<file path="config.mk">
export PLATFORM = sky130hd
export DESIGN_NAME = router_out_drain
export DESIGN_NICKNAME = d
export VERILOG_FILES = /design/src/rtl/router_out_drain.sv
export SDC_FILE = /design/constraint.sdc
export NUM_CORES = 1
export LEC_CHECK = 0
export ABC_AREA = 1
export CAP_MARGIN = 20
export CORE_MARGIN = 2
export CORE_UTILIZATION = 58
export CTS_BUF_LIST = sky130_fd_sc_hd__clkbuf_8
export DETAILED_ROUTE_END_ITERATION = 6
export PLACE_DENSITY = 0.87
export SYNTH_ARGS = -nofsm -noshare
export SYNTH_HDL_FRONTEND = slang
export SYNTH_SLANG_ARGS = --single-unit
</file>
<file path="constraint.sdc">
create_clock -name clk -period 2.7 [get_ports clk]
set_input_delay 0.54 -clock clk [delete_from_list [all_inputs] [get_ports clk]]
set_output_delay 0.54 -clock clk [all_outputs]
set_load 0.05 [all_outputs]
</file>
<file path="src/rtl/router_out_drain.sv">
// Read-side drain controller for a router output FIFO: pops bytes, presents them
// with a valid/read_enb handshake, tracks packet framing and flushes on a stalled sink.
module router_out_drain #(
   parameter int TIMEOUT = 30,
   parameter int CNT_W   = 5
) (
   input  logic       clk,
   input  logic       rstn,
   input  logic       fifo_empty,
   input  logic [8:0] fifo_dout,
   output logic       fifo_re,
   input  logic       read_enb,
   output logic [7:0] data_out,
   output logic       vld_out,
   output logic       sop,
   output logic       eop,
   output logic       soft_rst,
   output logic       pkt_err
);

   typedef enum logic [1:0] {IDLE, REQ, HOLD, FLUSH} state_t;

   state_t           state_q, state_d;
   logic [7:0]       data_q, data_d;
   logic             sop_q, sop_d;
   logic             eop_q, eop_d;
   logic             err_q, err_d;
   logic [6:0]       rem_q, rem_d;
   logic [CNT_W-1:0] cnt_q, cnt_d;
   logic             fifo_re_c;

   always_ff @(posedge clk or negedge rstn) begin
      if (!rstn) begin
         state_q <= IDLE;
         data_q  <= 8'h00;
         sop_q   <= 1'b0;
         eop_q   <= 1'b0;
         err_q   <= 1'b0;
         rem_q   <= 7'd0;
         cnt_q   <= '0;
      end else begin
         state_q <= state_d;
         data_q  <= data_d;
         sop_q   <= sop_d;
         eop_q   <= eop_d;
         err_q   <= err_d;
         rem_q   <= rem_d;
         cnt_q   <= cnt_d;
      end
   end

   always_comb begin
      state_d   = state_q;
      data_d    = data_q;
      sop_d     = sop_q;
      eop_d     = eop_q;
      err_d     = 1'b0;
      rem_d     = rem_q;
      cnt_d     = cnt_q;
      fifo_re_c = 1'b0;
      case (state_q)
         IDLE: begin
            fifo_re_c = !fifo_empty;
            if (!fifo_empty) state_d = REQ;
         end
         REQ: begin
            data_d  = fifo_dout[7:0];
            sop_d   = fifo_dout[8];
            cnt_d   = '0;
            state_d = HOLD;
            // Header length counts payload bytes; the extra one is the parity byte.
            if (fifo_dout[8]) begin
               rem_d = {1'b0, fifo_dout[7:2]} + 7'd1;
               err_d = (rem_q != 7'd0);
               eop_d = 1'b0;
            end else if (rem_q == 7'd0) begin
               err_d = 1'b1;
               eop_d = 1'b0;
            end else begin
               rem_d = rem_q - 7'd1;
               eop_d = (rem_q == 7'd1);
            end
         end
         HOLD: begin
            if (read_enb) begin
               if (!fifo_empty) begin
                  fifo_re_c = 1'b1;
                  state_d   = REQ;
               end else begin
                  state_d = IDLE;
               end
            end else if (cnt_q == CNT_W'(TIMEOUT - 1)) begin
               state_d = FLUSH;
            end else begin
               cnt_d = cnt_q + 1'b1;
            end
         end
         FLUSH: begin
            rem_d   = 7'd0;
            state_d = IDLE;
         end
         default: state_d = IDLE;
      endcase
   end

   // Read enable is combinational from the flags, so reset must mask it explicitly.
   assign fifo_re  = rstn & fifo_re_c;
   assign vld_out  = (state_q == HOLD);
   assign soft_rst = (state_q == FLUSH);
   assign data_out = data_q;
   assign sop      = vld_out & sop_q;
   assign eop      = vld_out & eop_q;
   assign pkt_err  = err_q;

endmodule

</file>
### After elaboration in Yosys (flattened, before gate mapping)

Cells that the tools add are included.

| word-level totals | value |
|---|---|
| input port bits | 13 |
| word-level logic and storage cells | 51 |
| bits in registers | 25 |
| output and inout port bits | 14 |

| cells by class | value |
|---|---|
| reduce and logical (&&, ||, !) cells | 9 |
| add/sub/neg operators | 3 |
| bitwise gates (word level) | 3 |
| multiplexer cells | 19 |
| eq/ne operators | 10 |

Operator list:

| kind | number |
|---|---|
| 7-bit 2-to-1 mux | 2 |
| 7-bit case mux with 2 select lines | 1 |
| 5-bit 2-to-1 mux | 2 |
| 5-bit case mux with 2 select lines | 1 |
| 1-bit 2-to-1 mux | 8 |
| 2-bit case mux with 4 select lines | 1 |
| 6-bit by 1-bit adder with 7-bit output, second input constant | 1 |
| 7-bit by 1-bit equality test with 1-bit output, second input constant | 1 |
| 7-bit logical NOT | 1 |
| 7-bit nonzero test | 1 |
| 7-bit by 1-bit subtractor with 7-bit output, second input constant | 1 |
| 2-bit 2-to-1 mux | 3 |
| 2-bit inequality test, second input constant | 3 |
| 5-bit by 1-bit adder with 5-bit output, second input constant | 1 |
| 5-bit equality test, second input constant | 1 |
| 2-bit equality test, second input constant | 2 |
| 2-bit AND reduction | 2 |
| 2-bit nonzero test | 2 |
| 1-bit bitwise AND | 3 |
| 3-bit by 2-bit inequality test with 1-bit output, second input constant | 1 |
| 3-bit inequality test, second input constant | 1 |
| 3-bit AND reduction | 1 |
| 2-bit by 1-bit equality test with 1-bit output, second input constant | 1 |
| 2-bit logical NOT | 1 |
| 2 further kinds | 2 |

### Logic depth before layout (Yosys ltp)

| depth | value |
|---|---|
| depth in word-level cells | 4 |
| depth in mapped cells | 11 |
| gate-level depth less buffers | 11 |

### Worst setup path after synthesis

OpenSTA, ideal clock, no wires.

| path | value |
|---|---|
| path type | register to output |
| from | register state_q[0] |
| to | output port eop |
| stages on the path, launching flop included | 4 |
| data arrival time | 1222 ps |
| data required time | 2160 ps |
| path slack | 938 ps |
| cells stage by stage | dfrtp_1 > inv_1 > nand2_2 > nor2_1 |

| between the ends | value |
|---|---|
| longest elaborated chain between the ends | 2 |

RTL lines:

| what | RTL line | source |
|---|---|---|
| start, declared | 23 | `state_t state_q, state_d;` |
| start signal, assigned | 42 | `state_q <= state_d;` |
| 2-bit equality test | 108 | `assign vld_out = (state_q == HOLD);` |
| 1-bit bitwise AND | 112 | `assign eop = vld_out & eop_q;` |
| end, declared | 16 | `output logic eop,` |

Every way passes these cells.

### Worst setup path in the final report

| path | value |
|---|---|
| from | register state_q[0] |
| to | output port vld_out |

| between the ends | value |
|---|---|
| longest elaborated chain between the ends | 1 |

RTL lines:

| what | RTL line | source |
|---|---|---|
| 2-bit equality test | 108 |  |
| end, declared | 14 | `output logic vld_out,` |

Every way passes these cells.

==> results.tsv <==
stage	metric	value	unit
place	Routability Congestion	0.871	
final_layout	Reg area	626	sq um
route	DR pass1 iterations	4	
timing	period utilization	88.4	%
route	Via Count	1361	
clocking	CTS Buf Count	3	
final_layout	area of the multi-input gates	746	sq um
pwr	sequential power share	31.3	%
timing	Total Neg Setup Slack	0	ns
pwr	power density cells	1140	nW/um^2
synth	EDFF count, synth	0	
synth	Most used DFF post-synth	dfrtp_1	
clocking	H-tree level count	1	
route	wire per inst	13.4	um
final_layout	layout cells sized above 1	11.7	%
pwr	clock share of power	10.6	%
synth	Avg Cell Area, Syn	8.05	sq um
route	final WL	3.27	mm
final_layout	layout filler cell count	193	
synth	post-synth cell types	31	
route	vias per inst	5.58	
floorplan	die width	54.7	um
global_route	initial antenna violation count	0	
timing	post-route clock skew	0.00263	ns
setup_path	CP endpoint kind	output port	
outcome	status	complete, no violations	
synth	post-synthesis register bit count	25	
clocking	PostCTS Resize Cnt	0	
clocking	Sink Count	25	
floorplan	die area	2990	sq um
clocking	post-CTS setup buffers	0	
run	Max-Cap Viols	0	
global_route	gr ovfl total	0	
setup_path	Setup CP Type	reg2out	
timing	Setup WS post-layout	0.313	ns
setup_path	Crit path arrival time	1.85	ns
clocking	Skew-Pair Late Insertion Delay	0.27	ns
pwr	VDD IR max	0.806	mV
timing	max_slew headroom	65.3	%
route	DRT antenna net count	0	
floorplan	Row Count	18	
timing	fin crit period	2.39	ns
pwr	Tot Pwr	2.07	mW
route	initial drt markers	43	
pwr	leakage power	0.946	nW
synth	Mapped Area	1490	sq um
place	hpwl dp	2.51	mm
timing	fmax	419	MHz
global_route	first-pass GRT wire length	5.55	mm
timing	Final Slew Violations	0	
floorplan	core area	2450	sq um
final_layout	synthesis-to-layout area growth	22.6	%
clocking	hold-fix buffers at CTS	0	
timing	Setup violations, final	0	
synth	Synth Warn #	0	
timing	slew at the pin with the worst max-slew slack	0.519	ns
final_layout	Nets	235	
global_route	Total Routing Usage GR	25.9	%
final_layout	fin cells	244	
place	placed insts	240	
pwr	Sw Ratio	50.9	%
floorplan	I/O pins	27	
clocking	clock-pin transition on the worst setup and hold timing paths	0.08	ns
pwr	Comb power frac	58.2	%
clocking	CTS root buffer	clkbuf_8	
clocking	CTS tree	done	
synth	sequential share of the synthesized area	42.0	%
synth	Synthesized Nets	205	
setup_path	critical path launch point type	flip-flop	
synth	asr flop ratio synth	100	%
global_route	largest net degree at the start of global routing	26	
synth	Synth Instances	185	
place	Setup WS pre-CTS	0.618	ns
pwr	P_int	1.02	mW
floorplan	Initial Util	60.7	%
route	residual DRC count	0	
global_route	vias in the first global route	1291	
floorplan	Die Y	54.7	um
setup_path	crit-path max FO	6	
hold_path	Min-Delay Path Class	reg2reg	
setup_path	Critical Path RT	2.16	ns
timing	RSZ-0062 raised after global routing	false	
place	IO buf count	26	
timing	Hold Vio Cnt, Final	0	
final_layout	ant diodes	0	
clocking	Longest Clk Path Bufs	2	
pwr	net switching power	1.06	mW
## critical path, cell delays in order (launching register included)
cell,delay (ns)
dfrtp_1,0.43
inv_1,0.09
nand2_2,0.10
inv_1,0.13
clkdlybuf4s50_1,0.82
## flip-flops by register name (all words and copies together), names as in the netlist
register  count
cnt_q         5
pkt_err       1
data_out      8
sop_q         1
state_q       2
rem_q         7
eop_q         1
## cell usage in the layout, fill, tap and decap left out, types with 2 or more instances in the layout
| cell type | netlist | routed |
|---|---|---|
| clkdlybuf4s50_1 | 0 | 25 |
| ha_1 | 7 | 7 |
| nor3_1 | 2 | 2 |
| nand2_4 | 2 | 2 |
| inv_1 | 19 | 20 |
| a21oi_2 | 2 | 2 |
| o211a_1 | 2 | 2 |
| o22ai_1 | 2 | 2 |
| nand4_1 | 2 | 2 |
| a21oi_1 | 5 | 5 |
| nor2_4 | 2 | 2 |
| clkbuf_8 | 0 | 3 |
| o21ai_0 | 9 | 9 |
| nand3_1 | 20 | 20 |
| nand2_1 | 53 | 53 |
| dfrtp_1 | 25 | 25 |
| buf_4 | 0 | 2 |
| inv_2 | 4 | 4 |
| nand2_2 | 3 | 3 |
| nor2_1 | 12 | 12 |
## through the flow
step                hold WS [ns]  util, %  cell area [sq um]
finish                     0.491     74.4               1830
global route               0.516     74.4               1830
CTS                        0.496     74.4               1830
detailed placement         0.472     72.5               1780
global placement           0.464     72.5               1780
floorplan                  0.244        -               1490
## path summary, 6_finish.rpt
check	start	to	slack, ns	cells past startpoint
worst max-delay path	state_q[0]$_DFFE_PN0P_	vld_out	0.31	4
worst min-delay path	data_out[3]$_DFFE_PN0P_	data_out[3]$_DFFE_PN0P_	0.49	2
worst max register to register	rem_q[4]$_DFFE_PN0P_	rem_q[1]$_DFFE_PN0P_	0.87	10
worst min register to register	data_out[3]$_DFFE_PN0P_	data_out[3]$_DFFE_PN0P_	0.49	2
max in group asynchronous	rstn	rem_q[1]$_DFFE_PN0P_	1.79	2
min in group asynchronous	rstn	cnt_q[0]$_DFFE_PN0P_	0.67	2
## cells in the mapped netlist (2+ instances only)
master    n  area, sq um
nand2_1  53          199
dfrtp_1  25          626
nand3_1  20          100
inv_1    19         71.3
nor2_1   12         45.0
o21ai_0   9         45.0
ha_1      7         87.6
a21oi_1   5         25.0
inv_2     4         15.0
nand2_2   3         18.8
a21oi_2   2         17.5
nand2_4   2         22.5
nand4_1   2         12.5
nor2_4    2         22.5
nor3_1    2         10.0
o211a_1   2         20.0
o22ai_1   2         12.5
## power by group through the flow
stage                     Clock [mW]  Sequential [mW]  Combinational [mW]
after floorplan                    0            0.851               0.677
after global placement             0            0.641                1.16
after detailed placement           0            0.653                1.20
after CTS                      0.224            0.647                1.21
after global routing           0.242            0.667                1.32
final                          0.219            0.649                1.21
## kinds of logic after synthesis
| logic type | count (synthesis) | share of synthesized area, % |
|---|---|---|
| buffers and inverters | 26 | 7.90 |
| XOR/XNOR | 2 | 1.18 |
| AO/OA/AOI/OAI | 25 | 10.8 |
| adder cells (fa/ha/maj) | 7 | 5.88 |
| AND/OR/NAND/NOR | 100 | 32.2 |
| flip-flops | 25 | 42.0 |
## final cells by class
class,instances,share of cell area (%)
inverters,23,4.73
repair buffers,28,15.6
multi-input cells,134,40.8
clock inverters,1,0.206
clock buffers,3,2.26
well taps,30,2.06
flip-flops and latches,25,34.3
## routing by layer
layer	vias up	global-route usage (%)	routed length, um
met2	53	45.0	1610
met3	7	4.64	185
met4	0	9.58	60
met1	643	31.5	1420
li1	658	-	-
met5	-	0	0
(Power assumes the default switching activity.)
